$ cat src/rtl/mem_port_arb_if.sv
// Memory-port arbiter bundle: CPU path, aux word-transfer path and the shared memory port.
// master = requesters plus memory (the environment); slave = the arbiter itself.
interface mem_port_arb_if;
  logic        cpu_req;
  logic [22:0] cpu_addr;
  logic        cpu_we_lo;
  logic        cpu_we_hi;
  logic [15:0] cpu_dati;
  logic [15:0] cpu_dato;
  logic        cpu_wait;

  logic        aux_req;
  logic [22:0] aux_addr;
  logic        aux_we;
  logic [15:0] aux_dati;
  logic [15:0] aux_dato;
  logic        aux_ack;

  logic [22:0] mem_addr;
  logic [15:0] mem_dati;
  logic        mem_oe;
  logic        mem_we_lo;
  logic        mem_we_hi;
  logic [15:0] mem_dato;

  modport master (
    output cpu_req, cpu_addr, cpu_we_lo, cpu_we_hi, cpu_dati,
    input  cpu_dato, cpu_wait,
    output aux_req, aux_addr, aux_we, aux_dati,
    input  aux_dato, aux_ack,
    input  mem_addr, mem_dati, mem_oe, mem_we_lo, mem_we_hi,
    output mem_dato
  );

  modport slave (
    input  cpu_req, cpu_addr, cpu_we_lo, cpu_we_hi, cpu_dati,
    output cpu_dato, cpu_wait,
    input  aux_req, aux_addr, aux_we, aux_dati,
    output aux_dato, aux_ack,
    output mem_addr, mem_dati, mem_oe, mem_we_lo, mem_we_hi,
    input  mem_dato
  );
endinterface

$ cat src/rtl/mem_port_arb.sv
// Shares one memory port between the CPU (priority) and an aux requester with a fairness override.
// Each access holds registered strobes for MEM_LAT cycles; CPU is stalled via cpu_wait, aux holds aux_req until aux_ack.
module mem_port_arb #(
  parameter int MEM_LAT      = 4,
  parameter int AUX_WAIT_MAX = 32
) (
  input  logic          clk,
  input  logic          sys_rst_n,
  mem_port_arb_if.slave bus
);

  typedef enum logic [2:0] {IDLE, CPU_ACC, CPU_HOLD, AUX_ACC, AUX_DONE} state_t;

  localparam logic [3:0] LAT_M1   = 4'(MEM_LAT - 1);
  localparam logic [7:0] WAIT_MAX = 8'(AUX_WAIT_MAX);

  state_t     st, st_nxt;
  logic [3:0] acc_cnt;
  logic [7:0] wait_ctr;
  logic       grant_cpu, grant_aux;
  logic       acc_last;

  assign acc_last = (acc_cnt == 4'd0);

  always_comb begin
    st_nxt    = st;
    grant_cpu = 1'b0;
    grant_aux = 1'b0;
    case (st)
      IDLE: begin
        // CPU keeps priority until a starved aux request crosses the fairness threshold
        if (bus.cpu_req && !(bus.aux_req && (wait_ctr >= WAIT_MAX))) begin
          grant_cpu = 1'b1;
          st_nxt    = CPU_ACC;
        end else if (bus.aux_req) begin
          grant_aux = 1'b1;
          st_nxt    = AUX_ACC;
        end
      end
      CPU_ACC:  if (acc_last) st_nxt = bus.cpu_req ? CPU_HOLD : IDLE;
      CPU_HOLD: if (!bus.cpu_req) st_nxt = IDLE;
      AUX_ACC:  if (acc_last) st_nxt = AUX_DONE;
      AUX_DONE: st_nxt = IDLE;
      default:  st_nxt = IDLE;
    endcase
  end

  always_ff @(posedge clk or negedge sys_rst_n) begin
    if (!sys_rst_n) st <= IDLE;
    else            st <= st_nxt;
  end

  always_ff @(posedge clk or negedge sys_rst_n) begin
    if (!sys_rst_n) begin
      acc_cnt       <= 4'd0;
      wait_ctr      <= 8'd0;
      bus.cpu_dato  <= 16'd0;
      bus.cpu_wait  <= 1'b0;
      bus.aux_dato  <= 16'd0;
      bus.aux_ack   <= 1'b0;
      bus.mem_addr  <= 23'd0;
      bus.mem_dati  <= 16'd0;
      bus.mem_oe    <= 1'b0;
      bus.mem_we_lo <= 1'b0;
      bus.mem_we_hi <= 1'b0;
    end else begin
      bus.aux_ack  <= 1'b0;
      bus.cpu_wait <= bus.cpu_req && (st != CPU_HOLD);

      if (grant_cpu) begin
        bus.mem_addr  <= bus.cpu_addr;
        bus.mem_dati  <= bus.cpu_dati;
        bus.mem_oe    <= !bus.cpu_we_lo && !bus.cpu_we_hi;
        bus.mem_we_lo <= bus.cpu_we_lo;
        bus.mem_we_hi <= bus.cpu_we_hi;
        acc_cnt       <= LAT_M1;
      end else if (grant_aux) begin
        bus.mem_addr  <= bus.aux_addr;
        bus.mem_dati  <= bus.aux_dati;
        bus.mem_oe    <= !bus.aux_we;
        bus.mem_we_lo <= bus.aux_we;
        bus.mem_we_hi <= bus.aux_we;
        acc_cnt       <= LAT_M1;
      end else if ((st == CPU_ACC) || (st == AUX_ACC)) begin
        if (acc_last) begin
          // mem_oe is still the registered read flag of this access
          if ((st == CPU_ACC) && bus.mem_oe) bus.cpu_dato <= bus.mem_dato;
          if (st == AUX_ACC) begin
            bus.aux_dato <= bus.mem_dato;
            bus.aux_ack  <= 1'b1;
          end
          bus.mem_oe    <= 1'b0;
          bus.mem_we_lo <= 1'b0;
          bus.mem_we_hi <= 1'b0;
        end else begin
          acc_cnt <= acc_cnt - 4'd1;
        end
      end

      if (!bus.aux_req || grant_aux)
        wait_ctr <= 8'd0;
      else if ((st != AUX_ACC) && (st != AUX_DONE) && (wait_ctr != 8'hFF))
        wait_ctr <= wait_ctr + 8'd1;
    end
  end

endmodule
$ cat src/flat_wrapper.sv
// flat-port wrapper written by rule: the top's interface ports become plain ports
module mem_port_arb_flat 
#(
  parameter int MEM_LAT      = 4,
  parameter int AUX_WAIT_MAX = 32
)
  (clk, sys_rst_n, bus_cpu_req, bus_cpu_addr, bus_cpu_we_lo, bus_cpu_we_hi, bus_cpu_dati, bus_cpu_dato, bus_cpu_wait, bus_aux_req, bus_aux_addr, bus_aux_we, bus_aux_dati, bus_aux_dato, bus_aux_ack, bus_mem_addr, bus_mem_dati, bus_mem_oe, bus_mem_we_lo, bus_mem_we_hi, bus_mem_dato);
  mem_port_arb_if bus_i ();
  input  logic clk;
  input  logic sys_rst_n;
  input wire logic [$bits(bus_i.cpu_req)-1:0] bus_cpu_req;
  input wire logic [$bits(bus_i.cpu_addr)-1:0] bus_cpu_addr;
  input wire logic [$bits(bus_i.cpu_we_lo)-1:0] bus_cpu_we_lo;
  input wire logic [$bits(bus_i.cpu_we_hi)-1:0] bus_cpu_we_hi;
  input wire logic [$bits(bus_i.cpu_dati)-1:0] bus_cpu_dati;
  output wire logic [$bits(bus_i.cpu_dato)-1:0] bus_cpu_dato;
  output wire logic [$bits(bus_i.cpu_wait)-1:0] bus_cpu_wait;
  input wire logic [$bits(bus_i.aux_req)-1:0] bus_aux_req;
  input wire logic [$bits(bus_i.aux_addr)-1:0] bus_aux_addr;
  input wire logic [$bits(bus_i.aux_we)-1:0] bus_aux_we;
  input wire logic [$bits(bus_i.aux_dati)-1:0] bus_aux_dati;
  output wire logic [$bits(bus_i.aux_dato)-1:0] bus_aux_dato;
  output wire logic [$bits(bus_i.aux_ack)-1:0] bus_aux_ack;
  output wire logic [$bits(bus_i.mem_addr)-1:0] bus_mem_addr;
  output wire logic [$bits(bus_i.mem_dati)-1:0] bus_mem_dati;
  output wire logic [$bits(bus_i.mem_oe)-1:0] bus_mem_oe;
  output wire logic [$bits(bus_i.mem_we_lo)-1:0] bus_mem_we_lo;
  output wire logic [$bits(bus_i.mem_we_hi)-1:0] bus_mem_we_hi;
  input wire logic [$bits(bus_i.mem_dato)-1:0] bus_mem_dato;
  assign bus_i.cpu_req = bus_cpu_req;
  assign bus_i.cpu_addr = bus_cpu_addr;
  assign bus_i.cpu_we_lo = bus_cpu_we_lo;
  assign bus_i.cpu_we_hi = bus_cpu_we_hi;
  assign bus_i.cpu_dati = bus_cpu_dati;
  assign bus_cpu_dato = bus_i.cpu_dato;
  assign bus_cpu_wait = bus_i.cpu_wait;
  assign bus_i.aux_req = bus_aux_req;
  assign bus_i.aux_addr = bus_aux_addr;
  assign bus_i.aux_we = bus_aux_we;
  assign bus_i.aux_dati = bus_aux_dati;
  assign bus_aux_dato = bus_i.aux_dato;
  assign bus_aux_ack = bus_i.aux_ack;
  assign bus_mem_addr = bus_i.mem_addr;
  assign bus_mem_dati = bus_i.mem_dati;
  assign bus_mem_oe = bus_i.mem_oe;
  assign bus_mem_we_lo = bus_i.mem_we_lo;
  assign bus_mem_we_hi = bus_i.mem_we_hi;
  assign bus_i.mem_dato = bus_mem_dato;
  mem_port_arb #(.MEM_LAT(MEM_LAT), .AUX_WAIT_MAX(AUX_WAIT_MAX)) u_core (.clk(clk), .sys_rst_n(sys_rst_n), .bus(bus_i));
endmodule
$ cat config.mk
export PLATFORM = sky130hd
export DESIGN_NAME = mem_port_arb_flat
export DESIGN_NICKNAME = d
export VERILOG_FILES = /design/src/rtl/mem_port_arb_if.sv /design/src/rtl/mem_port_arb.sv /design/src/flat_wrapper.sv
export SDC_FILE = /design/constraint.sdc
export NUM_CORES = 1
export LEC_CHECK = 0
export BUFFER_PORTS_ARGS = -buffer_cell sky130_fd_sc_hd__buf_4
export CAP_MARGIN = 20
export CORE_UTILIZATION = 50
export DETAILED_ROUTE_END_ITERATION = 6
export GPL_TIMING_DRIVEN = 0
export PLACE_DENSITY = 0.95
export SYNTH_ARGS = -nofsm -noshare
export SYNTH_HDL_FRONTEND = slang
export SYNTH_SLANG_ARGS = --single-unit
$ cat constraint.sdc
create_clock -name clk -period 3.11 [get_ports clk]
set_clock_uncertainty 0.05 [all_clocks]
set_input_delay 0.933 -clock clk [delete_from_list [all_inputs] [get_ports clk]]
set_output_delay 0.933 -clock clk [all_outputs]
set_load 0.05 [all_outputs]
==> metrics.txt, run 1 <==
# TYPE chip_impl_metric gauge
chip_impl_info{name="status",value="finished, final reports clean"} 1
chip_impl_metric{name="grt_pass1_vias",unit=""} 3543
chip_impl_metric{name="multiInputGateArea",unit="mm^2"} 0.00149
chip_impl_metric{name="cpPeakStageDelay",unit="ns"} 0.46
chip_impl_metric{name="period_needed",unit="ns"} 2.04
chip_impl_metric{name="ys_types",unit=""} 49
chip_impl_metric{name="timing_worst_slew_pin_value",unit="ns"} 0.546
chip_impl_metric{name="cts_max_path_buffers",unit=""} 2
chip_impl_info{name="cpMaxStageDelayCell",value="sky130_fd_sc_hd__dfrtp_1"} 1
chip_impl_info{name="critical_path_cell_list",value="buf_4"} 1
chip_impl_metric{name="post_cts_buffers",unit=""} 0
chip_impl_metric{name="reg2regPathDepth",unit=""} 7
chip_impl_metric{name="intPower",unit="mW"} 3.34
chip_impl_metric{name="total_neg_setup_slack",unit="ns"} 0
chip_impl_metric{name="die-area",unit="mm^2"} 0.00815
chip_impl_metric{name="sw_frac_of_total",unit=""} 0.495
chip_impl_info{name="rsz_0062_raised_after_global_routing",value="false"} 1
chip_impl_metric{name="postSynthNetCount",unit=""} 452
chip_impl_metric{name="fp.dieW",unit="um"} 90.3
chip_impl_metric{name="cellPowerDensity",unit="mW/mm^2"} 1190
chip_impl_metric{name="critical_path_cell_count",unit=""} 1
chip_impl_metric{name="cts_hold_buf",unit=""} 0
chip_impl_metric{name="instance_count_of_the_mapped_netlist",unit=""} 347
chip_impl_info{name="critPathLaunchType",value="register"} 1
chip_impl_metric{name="critical_path_arrival",unit="ns"} 1.06
chip_impl_info{name="crit_path_end_kind",value="output port"} 1
chip_impl_metric{name="achievable-frequency",unit="GHz"} 0.489
chip_impl_metric{name="detailedRoute.firstIterationViolations",unit=""} 104
chip_impl_metric{name="setup-violations-final",unit=""} 0
chip_impl_info{name="clock_tree.root_cell",value="sky130_fd_sc_hd__clkbuf_8"} 1
chip_impl_metric{name="ys_async_sr_fraction",unit=""} 1.00
chip_impl_metric{name="antenna_found_initial",unit=""} 0
chip_impl_metric{name="final_max_slew_viol_count",unit=""} 0
chip_impl_metric{name="max_cap_violations",unit=""} 0
chip_impl_metric{name="tritoncts.num_buffers",unit=""} 9
chip_impl_metric{name="dr.pass1.iters",unit=""} 5
chip_impl_metric{name="wl_per_cell",unit="um"} 15.8
chip_impl_metric{name="synth.ff_latch_count",unit=""} 91
chip_impl_metric{name="num_vias",unit=""} 3381
chip_impl_metric{name="route.final.wire_length",unit="um"} 10100
chip_impl_metric{name="syn-cell-area",unit="mm^2"} 0.00390
chip_impl_metric{name="floorplan.initialDensity",unit=""} 0.526
chip_impl_metric{name="port_buffers",unit=""} 176
chip_impl_metric{name="seq_power_share",unit=""} 0.305
chip_impl_metric{name="ff_latch_area",unit="mm^2"} 0.00228
chip_impl_info{name="hold_path_class",value="in -> async"} 1
chip_impl_metric{name="cts.reportedPaths.clkPinSlew",unit="ns"} 0.09
chip_impl_metric{name="drc_violations_left",unit=""} 0
chip_impl_metric{name="clock_power_share",unit=""} 0.122
chip_impl_metric{name="ff2ff_setup_slack",unit="ns"} 1.14
chip_impl_metric{name="clock-sinks",unit=""} 91
chip_impl_metric{name="critical_path_buf_inv_count",unit=""} 1
chip_impl_metric{name="p_switching",unit="mW"} 3.27
chip_impl_metric{name="detail-route-antenna-nets",unit=""} 0
chip_impl_metric{name="critical_path.max_fanout",unit=""} 3
chip_impl_metric{name="groute.usage.overall",unit=""} 0.248
chip_impl_metric{name="rows",unit=""} 31
chip_impl_metric{name="slew_headroom",unit=""} 0.632
chip_impl_metric{name="holdWs",unit="ns"} 0.386
chip_impl_metric{name="comb_power_share",unit=""} 0.573
chip_impl_metric{name="cts_resized",unit=""} 0
chip_impl_metric{name="nFillCells",unit=""} 482
chip_impl_info{name="timing_worst_setup_path_type",value="reg -> out"} 1
chip_impl_metric{name="area_growth",unit="%"} 43.0
chip_impl_metric{name="globalRoute.totalOverflow",unit=""} 0
chip_impl_info{name="ys.flop_type",value="sky130_fd_sc_hd__dfrtp_1"} 1
chip_impl_metric{name="area_of_the_core",unit="mm^2"} 0.00741
chip_impl_metric{name="post_detail_place_hpwl",unit="um"} 7620
chip_impl_metric{name="antenna-diode-count",unit=""} 0
chip_impl_metric{name="grt_first_pass_wirelength",unit="um"} 16000
chip_impl_metric{name="ir_drop",unit="uV"} 853
chip_impl_info{name="commonest_non_fill_non_tap_cells_in_the_layout",value="179 x sky130_fd_sc_hd__buf_4, 91 x sky130_fd_sc_hd__dfrtp_1, 88 x sky130_fd_sc_hd__nor2_1, 39 x sky130_fd_sc_hd__o22ai_1, 32 x sky130_fd_sc_hd__mux2_2"} 1
chip_impl_metric{name="gp_routability_congestion",unit=""} 0.779
chip_impl_metric{name="cts.htree.levels",unit=""} 3
chip_impl_metric{name="largest_net_degree_at_the_start_of_global_routing",unit=""} 92
chip_impl_info{name="final_common_cell",value="sky130_fd_sc_hd__buf_4"} 1
chip_impl_metric{name="num_io_pins",unit=""} 177
chip_impl_metric{name="dp.cells",unit=""} 622
chip_impl_metric{name="viasPerCell",unit=""} 5.29
chip_impl_metric{name="ys_warn_count",unit=""} 0
chip_impl_metric{name="crit_required",unit="ns"} 2.13
chip_impl_metric{name="yosysSeqAreaShare",unit=""} 0.584
chip_impl_metric{name="avg_cell_area_syn",unit="um^2"} 11.2
chip_impl_metric{name="finalHoldViolations",unit=""} 0
chip_impl_metric{name="static-leakage-power",unit="nW"} 2.66
chip_impl_metric{name="nets",unit=""} 640
chip_impl_metric{name="height_of_the_die",unit="um"} 90.3
chip_impl_metric{name="worst_skew_pair.late_latency",unit="ns"} 0.35
chip_impl_metric{name="synth_enable_flop_cells",unit=""} 0
chip_impl_metric{name="finalCritPeriodShare",unit=""} 0.657
chip_impl_info{name="cell_family_with_most_cp_delay",value="flip-flops"} 1
chip_impl_metric{name="drive_above_1_share",unit=""} 0.463
chip_impl_info{name="tritoncts",value="built"} 1
chip_impl_metric{name="fin_cells",unit=""} 639
## final cells by class
class	count	area share
flip-flops and latches	91	0.409
well taps	99	0.0222
multi-input cells	232	0.268
clock inverters	5	0.0110
plain buffers	16	0.0175
clock buffers	11	0.0254
repair buffers	177	0.242
inverters	8	0.00539
## final timing paths
check	from	to
worst min register to register	u_core.bus.aux_dato[9]	u_core.bus.aux_dato[9]
worst max-delay path	u_core.bus.mem_oe	bus_mem_oe
worst min-delay path	sys_rst_n	u_core.bus.aux_dato[2]
min in group clk	u_core.bus.aux_dato[9]	u_core.bus.aux_dato[9]
max in group asynchronous	sys_rst_n	u_core.wait_ctr[5]
worst max register to register	u_core.acc_cnt[0]	u_core.bus.cpu_dato[6]
## metrics by stage
| step | total power [mW] | utilization | cell area, um^2 | setup slack [ns] |
|---|---|---|---|---|
| 2_1_floorplan | 4.61 | - | 3900 | 1.15 |
| 3_3_place_gp | 5.68 | 0.721 | 5340 | 0.798 |
| 3_5_place_dp | 5.83 | 0.721 | 5340 | 0.799 |
| 4_1_cts | 6.64 | 0.748 | 5540 | 1.06 |
| 5_1_grt | 6.93 | 0.752 | 5570 | 1.01 |
| 6_report | 6.61 | 0.752 | 5570 | 1.07 |
## sequential cells by signal, indices dropped and copies added, names as in the netlist
register,flops
u_core.bus.cpu_dato,16
u_core.bus.mem_addr,23
u_core.bus.mem_we_lo,1
u_core.bus.mem_oe,1
u_core.wait_ctr,8
u_core.bus.cpu_wait,1
u_core.bus.aux_ack,1
u_core.st,3
u_core.bus.mem_dati,16
u_core.acc_cnt,4
u_core.bus.aux_dato,16
u_core.bus.mem_we_hi,1
## synth_stat cells (3+ instances only)
cell	number	area (um^2)
sky130_fd_sc_hd__dfrtp_1	91	2280
sky130_fd_sc_hd__nor2_1	88	330
sky130_fd_sc_hd__o22ai_1	39	244
sky130_fd_sc_hd__mux2_2	32	360
sky130_fd_sc_hd__buf_2	9	45.0
sky130_fd_sc_hd__inv_1	8	30.0
sky130_fd_sc_hd__nand2_1	8	30.0
sky130_fd_sc_hd__nand3_1	5	25.0
sky130_fd_sc_hd__or3_1	5	31.3
sky130_fd_sc_hd__a21oi_1	4	20.0
sky130_fd_sc_hd__ha_1	4	50.1
sky130_fd_sc_hd__o21ai_0	4	20.0
sky130_fd_sc_hd__buf_4	3	22.5
sky130_fd_sc_hd__nand3b_1	3	22.5
sky130_fd_sc_hd__nor3_1	3	15.0
## layer usage
layer,vias up,GRT usage,share of wire
li1,1594,-,-
met1,1604,0.269,0.38
met2,159,0.439,0.50
met3,24,0.0791,0.084
met4,0,0.116,0.031
met5,-,0,0
## cell families after synthesis
group,synth area share
compound gates,0.104
buf+inv,0.0328
simple gates,0.162
fa+ha+maj,0.0128
xor+xnor,0.00899
flops,0.584
mux,0.0951
## power groups by stage
stage               sequential [mW]  combinational (mW)  clock (mW)
floorplan                      3.65               0.963           0
global placement               2.00                3.68           0
detailed placement             2.03                3.80           0
CTS                            2.01                3.80       0.823
global route                   2.08                3.99       0.871
finish                         2.02                3.79       0.806
(Power assumes the default switching activity.)
==> run 2: changes to the inputs <==
--- a/config.mk
+++ b/config.mk
@@ -7,10 +7,10 @@
 export LEC_CHECK = 0
 export BUFFER_PORTS_ARGS = -buffer_cell sky130_fd_sc_hd__buf_4
 export CAP_MARGIN = 20
-export CORE_UTILIZATION = 50
+export CORE_UTILIZATION = 47
 export DETAILED_ROUTE_END_ITERATION = 6
 export GPL_TIMING_DRIVEN = 0
-export PLACE_DENSITY = 0.95
+export PLACE_DENSITY = 0.91
 export SYNTH_ARGS = -nofsm -noshare
 export SYNTH_HDL_FRONTEND = slang
 export SYNTH_SLANG_ARGS = --single-unit
==> constraint.sdc (replaced) <==
create_clock -name clk -period 1.9 [get_ports clk]
set_clock_uncertainty 0.05 [all_clocks]
set_input_delay 0.57 -clock clk [delete_from_list [all_inputs] [get_ports clk]]
set_output_delay 0.57 -clock clk [all_outputs]
set_load 0.05 [all_outputs]
==> run 2 against run 1 <==
  * Wire length fell by 0.30%
  * Sequential power rose by 65%
  * Global-route usage fell by 1.0 points
  * Via count fell by 0.21%
  * Combinational power rose by 63%
  * Register-to-register slack got worse by 1.1 ns
  * Critical path depth rose by 4
  * Clock-buffer cell count fell by 2
  * Clock power rose by 74%
  * Hold slack got worse by 0.34 ns
  * Sequential share of layout area fell by 0.38 points
  * Sequential cell count did not move
  * Critical path type is now reg -> reg
  * Largest cell class unchanged
  * Largest power group unchanged
  * Highest routed layer unchanged
==> metrics.txt, run 2 (synthesized netlist as in run 1, its figures left out) <==
# TYPE chip_impl_metric gauge
chip_impl_info{name="cell_family_with_most_cp_delay",value="simple AND/OR/NAND/NOR gates"} 1
chip_impl_metric{name="critical_path_cell_count",unit=""} 5
chip_impl_metric{name="static-leakage-power",unit="nW"} 2.68
chip_impl_metric{name="timing.final.ws_setup",unit="ns"} 0.0559
chip_impl_metric{name="post_detail_place_hpwl",unit="um"} 7610
chip_impl_metric{name="crit_required",unit="ns"} 2.10
chip_impl_metric{name="ff2ff_setup_slack",unit="ns"} 0.06
chip_impl_metric{name="grt_pass1_vias",unit=""} 3394
chip_impl_metric{name="gp_routability_congestion",unit=""} 0.769
chip_impl_info{name="rr_endpoint",value="u_core.bus.mem_oe"} 1
chip_impl_info{name="crit_path_end_kind",value="register"} 1
chip_impl_info{name="rsz_0062_raised_after_global_routing",value="true"} 1
chip_impl_metric{name="dr.pass1.iters",unit=""} 4
chip_impl_metric{name="largest_reg_flops",unit=""} 23
chip_impl_metric{name="route.final.wire_length",unit="um"} 10100
chip_impl_metric{name="clock-sinks",unit=""} 91
chip_impl_metric{name="antenna-diode-count",unit=""} 0
chip_impl_metric{name="reg2regPathDepth",unit=""} 5
chip_impl_info{name="hold_path_class",value="in -> async"} 1
chip_impl_metric{name="final_max_slew_viol_count",unit=""} 0
chip_impl_metric{name="area_growth",unit="%"} 44.5
chip_impl_info{name="cpMaxStageDelayCell",value="sky130_fd_sc_hd__dfrtp_2"} 1
chip_impl_metric{name="total_neg_setup_slack",unit="ns"} 0
chip_impl_metric{name="dp_slack",unit="ns"} -0.0480
chip_impl_metric{name="cts_max_path_buffers",unit=""} 2
chip_impl_metric{name="detail-route-antenna-nets",unit=""} 0
chip_impl_info{name="final_common_cell",value="sky130_fd_sc_hd__buf_4"} 1
chip_impl_metric{name="multiInputGateArea",unit="mm^2"} 0.00152
chip_impl_metric{name="period_needed",unit="ns"} 1.84
chip_impl_metric{name="slew_headroom",unit=""} 0.619
chip_impl_metric{name="critical_path.max_fanout",unit=""} 10
chip_impl_info{name="regToRegStartpoint",value="u_core.wait_ctr[6]"} 1
chip_impl_metric{name="holdWs",unit="ns"} 0.0491
chip_impl_info{name="tritoncts",value="built"} 1
chip_impl_info{name="largest_register",value="u_core.bus.mem_addr"} 1
chip_impl_metric{name="cellPowerDensity",unit="mW/mm^2"} 1940
chip_impl_metric{name="cts.htree.levels",unit=""} 3
chip_impl_metric{name="nFillCells",unit=""} 542
chip_impl_metric{name="globalRoute.totalOverflow",unit=""} 0
chip_impl_metric{name="drc_violations_left",unit=""} 0
chip_impl_info{name="critPathLaunchType",value="register"} 1
chip_impl_info{name="status",value="finished, final reports clean"} 1
chip_impl_metric{name="viasPerCell",unit=""} 5.26
chip_impl_metric{name="rows",unit=""} 32
chip_impl_metric{name="num_io_pins",unit=""} 177
chip_impl_metric{name="cts_hold_buf",unit=""} 0
chip_impl_metric{name="finalCritPeriodShare",unit=""} 0.971
chip_impl_metric{name="cts.reportedPaths.clkPinSlew",unit="ns"} 0.09
chip_impl_info{name="crit_path_end",value="u_core.bus.mem_oe"} 1
chip_impl_metric{name="port_buffers",unit=""} 176
chip_impl_info{name="startpoint",value="u_core.wait_ctr[6]"} 1
chip_impl_metric{name="tritoncts.num_buffers",unit=""} 9
chip_impl_metric{name="worst_skew_pair.late_latency",unit="ns"} 0.35
chip_impl_metric{name="fp.dieW",unit="um"} 93.1
chip_impl_metric{name="floorplan.initialDensity",unit=""} 0.494
chip_impl_metric{name="critical_path_arrival",unit="ns"} 2.04
chip_impl_metric{name="critical_path_buf_inv_count",unit=""} 1
chip_impl_metric{name="groute.usage.overall",unit=""} 0.237
chip_impl_info{name="timing_worst_setup_path_type",value="reg -> reg"} 1
chip_impl_info{name="clock_tree.root_cell",value="sky130_fd_sc_hd__clkbuf_8"} 1
chip_impl_metric{name="area_of_the_core",unit="mm^2"} 0.00789
chip_impl_metric{name="grt_first_pass_wirelength",unit="um"} 15800
chip_impl_metric{name="drive_above_1_share",unit=""} 0.474
chip_impl_info{name="critical_path_cell_list",value="nor4b_4 > nand3b_1 > buf_4 > nor2_1 > a211o_1"} 1
chip_impl_metric{name="num_vias",unit=""} 3374
chip_impl_metric{name="wl_per_cell",unit="um"} 15.7
chip_impl_metric{name="achievable-frequency",unit="GHz"} 0.542
chip_impl_metric{name="finalHoldViolations",unit=""} 0
chip_impl_metric{name="largest_net_degree_at_the_start_of_global_routing",unit=""} 92
chip_impl_metric{name="ir_drop",unit="uV"} 1250
chip_impl_metric{name="height_of_the_die",unit="um"} 93.1
chip_impl_metric{name="nets",unit=""} 641
chip_impl_info{name="commonest_non_fill_non_tap_cells_in_the_layout",value="180 x sky130_fd_sc_hd__buf_4, 89 x sky130_fd_sc_hd__dfrtp_1, 88 x sky130_fd_sc_hd__nor2_1, 39 x sky130_fd_sc_hd__o22ai_1, 32 x sky130_fd_sc_hd__mux2_2"} 1
chip_impl_metric{name="ff_latch_area",unit="mm^2"} 0.00228
chip_impl_metric{name="antenna_found_initial",unit=""} 0
chip_impl_metric{name="setup-violations-final",unit=""} 0
chip_impl_metric{name="die-area",unit="mm^2"} 0.00866
chip_impl_metric{name="cpPeakStageDelay",unit="ns"} 0.48
chip_impl_metric{name="max_cap_violations",unit=""} 0
chip_impl_metric{name="timing_worst_slew_pin_value",unit="ns"} 0.565
chip_impl_metric{name="detailedRoute.firstIterationViolations",unit=""} 66
[run 2: cell types whose count changed in the layout (fill, tap and decap cells not counted), sizes merged]
cell	previous run	this run
bufinv	1	2
clkinv	0	4
clkinvlp	3	0
inv	9	8
clkbuf	13	12
[run 2: worst min path at each step]
stage	from	endpoint	slack [ns]
finish	sys_rst_n	u_core.bus.cpu_dato[2]	0.05
global route	sys_rst_n	u_core.bus.aux_dato[3]	0.06
CTS	bus_mem_dato[12]	u_core.bus.cpu_dato[12]	0.39
detailed placement	u_core.bus.cpu_dato[13]	u_core.bus.cpu_dato[13]	0.44
global placement	u_core.bus.cpu_dato[8]	u_core.bus.cpu_dato[8]	0.44
floorplan	sys_rst_n	u_core.acc_cnt[0]	0.22
[run 2: stage by stage]
step	utilization	total power [mW]	cells	cell area, um^2
5_1_grt	0.714	11.5	642	5630
3_3_place_gp	0.678	9.32	625	5350
3_5_place_dp	0.678	9.54	625	5350
6_report	0.714	10.9	642	5630
2_1_floorplan	-	7.55	347	3900
4_1_cts	0.706	11.0	640	5570
[run 2: power breakdown]
| group | switching [mW] | total (mW) | leakage (nW) | internal, mW |
|---|---|---|---|---|
| logic | 4.15 | 6.18 | 1.52 | 2.03 |
| registers | 0.522 | 3.33 | 1.05 | 2.80 |
| clock network | 0.663 | 1.40 | 0.109 | 0.738 |
| total | 5.34 | 10.9 | 2.68 | 5.57 |
[run 2: cell type report]
type,count,area share
Buffer,15,0.0171
Clock inverter,6,0.0162
Multi-Input combinational cell,232,0.270
Tap cell,102,0.0227
Timing Repair Buffer,179,0.242
Clock buffer,9,0.0220
Inverter,8,0.00533
Sequential cell,91,0.405
[run 2: per-layer routing]
metal  vias to the layer above  share of wire  GRT usage
met2                       140           0.51      0.421
li1                       1598              -          -
met4                         0          0.019     0.0949
met5                         -              0          0
met1                      1618           0.39      0.271
met3                        18          0.083     0.0634
[run 2: repair_timing]
item                                    4_1_cts  5_1_grt
pin swaps                                     1        1
endpoints found under the setup margin       18       29
resized for setup                             3        7
buffers inserted                              0        2
==> run 3: changes to the inputs <==
--- a/config.mk
+++ b/config.mk
@@ -10,7 +10,8 @@
 export CORE_UTILIZATION = 47
 export DETAILED_ROUTE_END_ITERATION = 6
 export GPL_TIMING_DRIVEN = 0
-export PLACE_DENSITY = 0.91
+export PLACE_DENSITY = 0.79
+export RECOVER_POWER = 100
 export SYNTH_ARGS = -nofsm -noshare
 export SYNTH_HDL_FRONTEND = slang
 export SYNTH_SLANG_ARGS = --single-unit
==> run 3 against run 2 <==
  * First-iteration DRC count rose by 48%
  * Worst setup slack improved by 0.047 ns
  * Critical path type unchanged
  * Clock-buffer cell count rose by 1
  * Critical path depth increased by 2
  * Cell area rose by 0.78%
  * Wire length is 2.6% lower
  * Total power increased by 2.4%
  * Final cell count stayed put
==> metrics.txt, run 3 (synthesized netlist as in run 1, its figures left out) <==
# TYPE chip_impl_metric gauge
chip_impl_info{name="largest_register",value="u_core.bus.mem_addr"} 1
chip_impl_metric{name="grt_pass1_vias",unit=""} 3268
chip_impl_metric{name="dp.cells",unit=""} 625
chip_impl_metric{name="critical_path_arrival",unit="ns"} 1.99
chip_impl_metric{name="antenna_found_initial",unit=""} 0
chip_impl_metric{name="rows",unit=""} 32
chip_impl_metric{name="height_of_the_die",unit="um"} 93.1
chip_impl_metric{name="largest_net_degree_at_the_start_of_global_routing",unit=""} 92
chip_impl_metric{name="nets",unit=""} 641
chip_impl_metric{name="worst_skew_pair.late_latency",unit="ns"} 0.36
chip_impl_metric{name="drc_violations_left",unit=""} 0
chip_impl_metric{name="largest_reg_flops",unit=""} 23
chip_impl_metric{name="finalHoldViolations",unit=""} 0
chip_impl_metric{name="detailedRoute.firstIterationViolations",unit=""} 98
chip_impl_metric{name="p_switching",unit="mW"} 5.30
chip_impl_info{name="critical_path_cell_list",value="inv_1 > ha_1 > nor3b_4 > and2_4 > nand3b_4 > buf_8 > mux2_2"} 1
chip_impl_metric{name="route.final.wire_length",unit="um"} 9790
chip_impl_metric{name="clock-sinks",unit=""} 91
chip_impl_metric{name="port_buffers",unit=""} 176
chip_impl_metric{name="grt_first_pass_wirelength",unit="um"} 15100
chip_impl_info{name="status",value="finished, final reports clean"} 1
chip_impl_metric{name="wl_per_cell",unit="um"} 15.3
chip_impl_metric{name="totalPowerFinal",unit="mW"} 11.2
chip_impl_metric{name="area_growth",unit="%"} 45.6
chip_impl_metric{name="cts.reportedPaths.clkPinSlew",unit="ns"} 0.08
chip_impl_metric{name="sw_frac_of_total",unit=""} 0.474
chip_impl_info{name="startpoint",value="u_core.acc_cnt[0]"} 1
chip_impl_metric{name="dr.pass1.iters",unit=""} 4
chip_impl_info{name="critPathLaunchType",value="register"} 1
chip_impl_metric{name="cts_max_path_buffers",unit=""} 2
chip_impl_info{name="hold_path_class",value="in -> async"} 1
chip_impl_metric{name="achievable-frequency",unit="GHz"} 0.556
chip_impl_metric{name="gp_routability_congestion",unit=""} 0.769
chip_impl_metric{name="final_max_slew_viol_count",unit=""} 0
chip_impl_info{name="cpMaxStageDelayCell",value="sky130_fd_sc_hd__dfrtp_1"} 1
chip_impl_metric{name="num_vias",unit=""} 3345
chip_impl_metric{name="comb_power_share",unit=""} 0.554
chip_impl_metric{name="slew_headroom",unit=""} 0.235
chip_impl_metric{name="post_detail_place_hpwl",unit="um"} 7230
chip_impl_metric{name="timing_worst_slew_pin_value",unit="ns"} 1.15
chip_impl_metric{name="cpPeakStageDelay",unit="ns"} 0.38
chip_impl_metric{name="groute.usage.overall",unit=""} 0.226
chip_impl_metric{name="fin_cells",unit=""} 642
chip_impl_info{name="crit_path_end_kind",value="register"} 1
chip_impl_metric{name="critical_path.max_fanout",unit=""} 10
chip_impl_metric{name="setup-violations-final",unit=""} 0
chip_impl_metric{name="drive_above_1_share",unit=""} 0.470
chip_impl_metric{name="area_of_the_core",unit="mm^2"} 0.00789
chip_impl_metric{name="max_cap_violations",unit=""} 0
chip_impl_metric{name="viasPerCell",unit=""} 5.21
chip_impl_metric{name="globalRoute.totalOverflow",unit=""} 0
chip_impl_metric{name="clock_power_share",unit=""} 0.151
chip_impl_metric{name="intPower",unit="mW"} 5.87
chip_impl_metric{name="antenna-diode-count",unit=""} 0
chip_impl_info{name="cell_family_with_most_cp_delay",value="simple AND/OR/NAND/NOR gates"} 1
chip_impl_metric{name="period_needed",unit="ns"} 1.80
chip_impl_metric{name="nFillCells",unit=""} 583
chip_impl_info{name="timing_worst_setup_path_type",value="reg -> reg"} 1
chip_impl_metric{name="seq_power_share",unit=""} 0.295
chip_impl_metric{name="fp.dieW",unit="um"} 93.1
chip_impl_metric{name="crit_required",unit="ns"} 2.09
chip_impl_metric{name="floorplan.initialDensity",unit=""} 0.494
chip_impl_metric{name="cellPowerDensity",unit="mW/mm^2"} 1970
chip_impl_info{name="clock_tree.root_cell",value="sky130_fd_sc_hd__clkbuf_8"} 1
chip_impl_info{name="commonest_non_fill_non_tap_cells_in_the_layout",value="178 x sky130_fd_sc_hd__buf_4, 90 x sky130_fd_sc_hd__dfrtp_1, 88 x sky130_fd_sc_hd__nor2_1, 39 x sky130_fd_sc_hd__o22ai_1, 32 x sky130_fd_sc_hd__mux2_2"} 1
chip_impl_metric{name="static-leakage-power",unit="nW"} 2.71
chip_impl_metric{name="tritoncts.num_buffers",unit=""} 9
chip_impl_metric{name="die-area",unit="mm^2"} 0.00866
chip_impl_metric{name="cts.htree.levels",unit=""} 3
chip_impl_info{name="regToRegStartpoint",value="u_core.acc_cnt[0]"} 1
chip_impl_metric{name="finalCritPeriodShare",unit=""} 0.946
chip_impl_info{name="tritoncts",value="built"} 1
chip_impl_metric{name="critical_path_buf_inv_count",unit=""} 2
chip_impl_metric{name="critical_path_cell_count",unit=""} 7
chip_impl_metric{name="detail-route-antenna-nets",unit=""} 0
chip_impl_metric{name="num_io_pins",unit=""} 177
chip_impl_info{name="final_common_cell",value="sky130_fd_sc_hd__buf_4"} 1
chip_impl_metric{name="total_neg_setup_slack",unit="ns"} 0
chip_impl_metric{name="ir_drop",unit="uV"} 1510
chip_impl_metric{name="reg2regPathDepth",unit=""} 7
[run 3: final cells by class]
cell class / instances / area, um^2 / share of cell area
Sequential cell: 91 / 2280 / 0.402
Buffer: 15 / 100 / 0.0176
Clock inverter: 5 / 125 / 0.0221
Inverter: 8 / 30.0 / 0.00529
Timing Repair Buffer: 179 / 1370 / 0.241
Tap cell: 102 / 128 / 0.0225
Multi-Input combinational cell: 232 / 1510 / 0.266
Clock buffer: 10 / 138 / 0.0243
[run 3: layer usage]
layer | share of wire | global-route usage
met2 | 0.50 | 0.388
met4 | 0.013 | 0.0692
met5 | 0 | 0
met1 | 0.40 | 0.271
met3 | 0.088 | 0.0724
[run 3: path summary, 6_finish.rpt]
check	endpoint	slack, ns
min in group clk	u_core.bus.aux_dato[7]	0.40
worst min register to register	u_core.bus.cpu_dato[6]	0.46
worst max-delay path	u_core.bus.cpu_dato[15]	0.10
max in group asynchronous	u_core.acc_cnt[1]	0.62
worst max register to register	u_core.bus.cpu_dato[15]	0.10
worst min-delay path	u_core.bus.cpu_dato[0]	0.38
[run 3: timing repair]
| item | CTS | global route |
|---|---|---|
| buffers inserted | 1 | 1 |
| gates resized for setup | 3 | 6 |
| hold buffers | 0 | 0 |
| setup endpoints to repair | 18 | 20 |
| pin swaps | 1 | 0 |
| gates cloned | 0 | 0 |
[run 3: metrics by stage]
| stage | area [um^2] | util | hold slack, ns | setup WS, ns |
|---|---|---|---|---|
| after global routing | 5670 | 0.719 | 0.384 | -0.00343 |
| after detailed placement | 5350 | 0.678 | 0.445 | -0.0580 |
| final | 5670 | 0.719 | 0.376 | 0.103 |
| after floorplan | 3900 | - | 0.224 | 0.158 |
| after CTS | 5640 | 0.715 | 0.395 | 0.0345 |
| after global placement | 5350 | 0.678 | 0.439 | -0.0522 |
[run 3: power groups by stage]
stage                     clock network (mW)  logic [mW]  registers, mW
final                                   1.68        6.20           3.30
after global routing                    1.78        6.54           3.40
after CTS                               1.71        6.23           3.30
after detailed placement                   0        6.19           3.33
after global placement                     0        6.07           3.28
after floorplan                            0        1.58           5.97
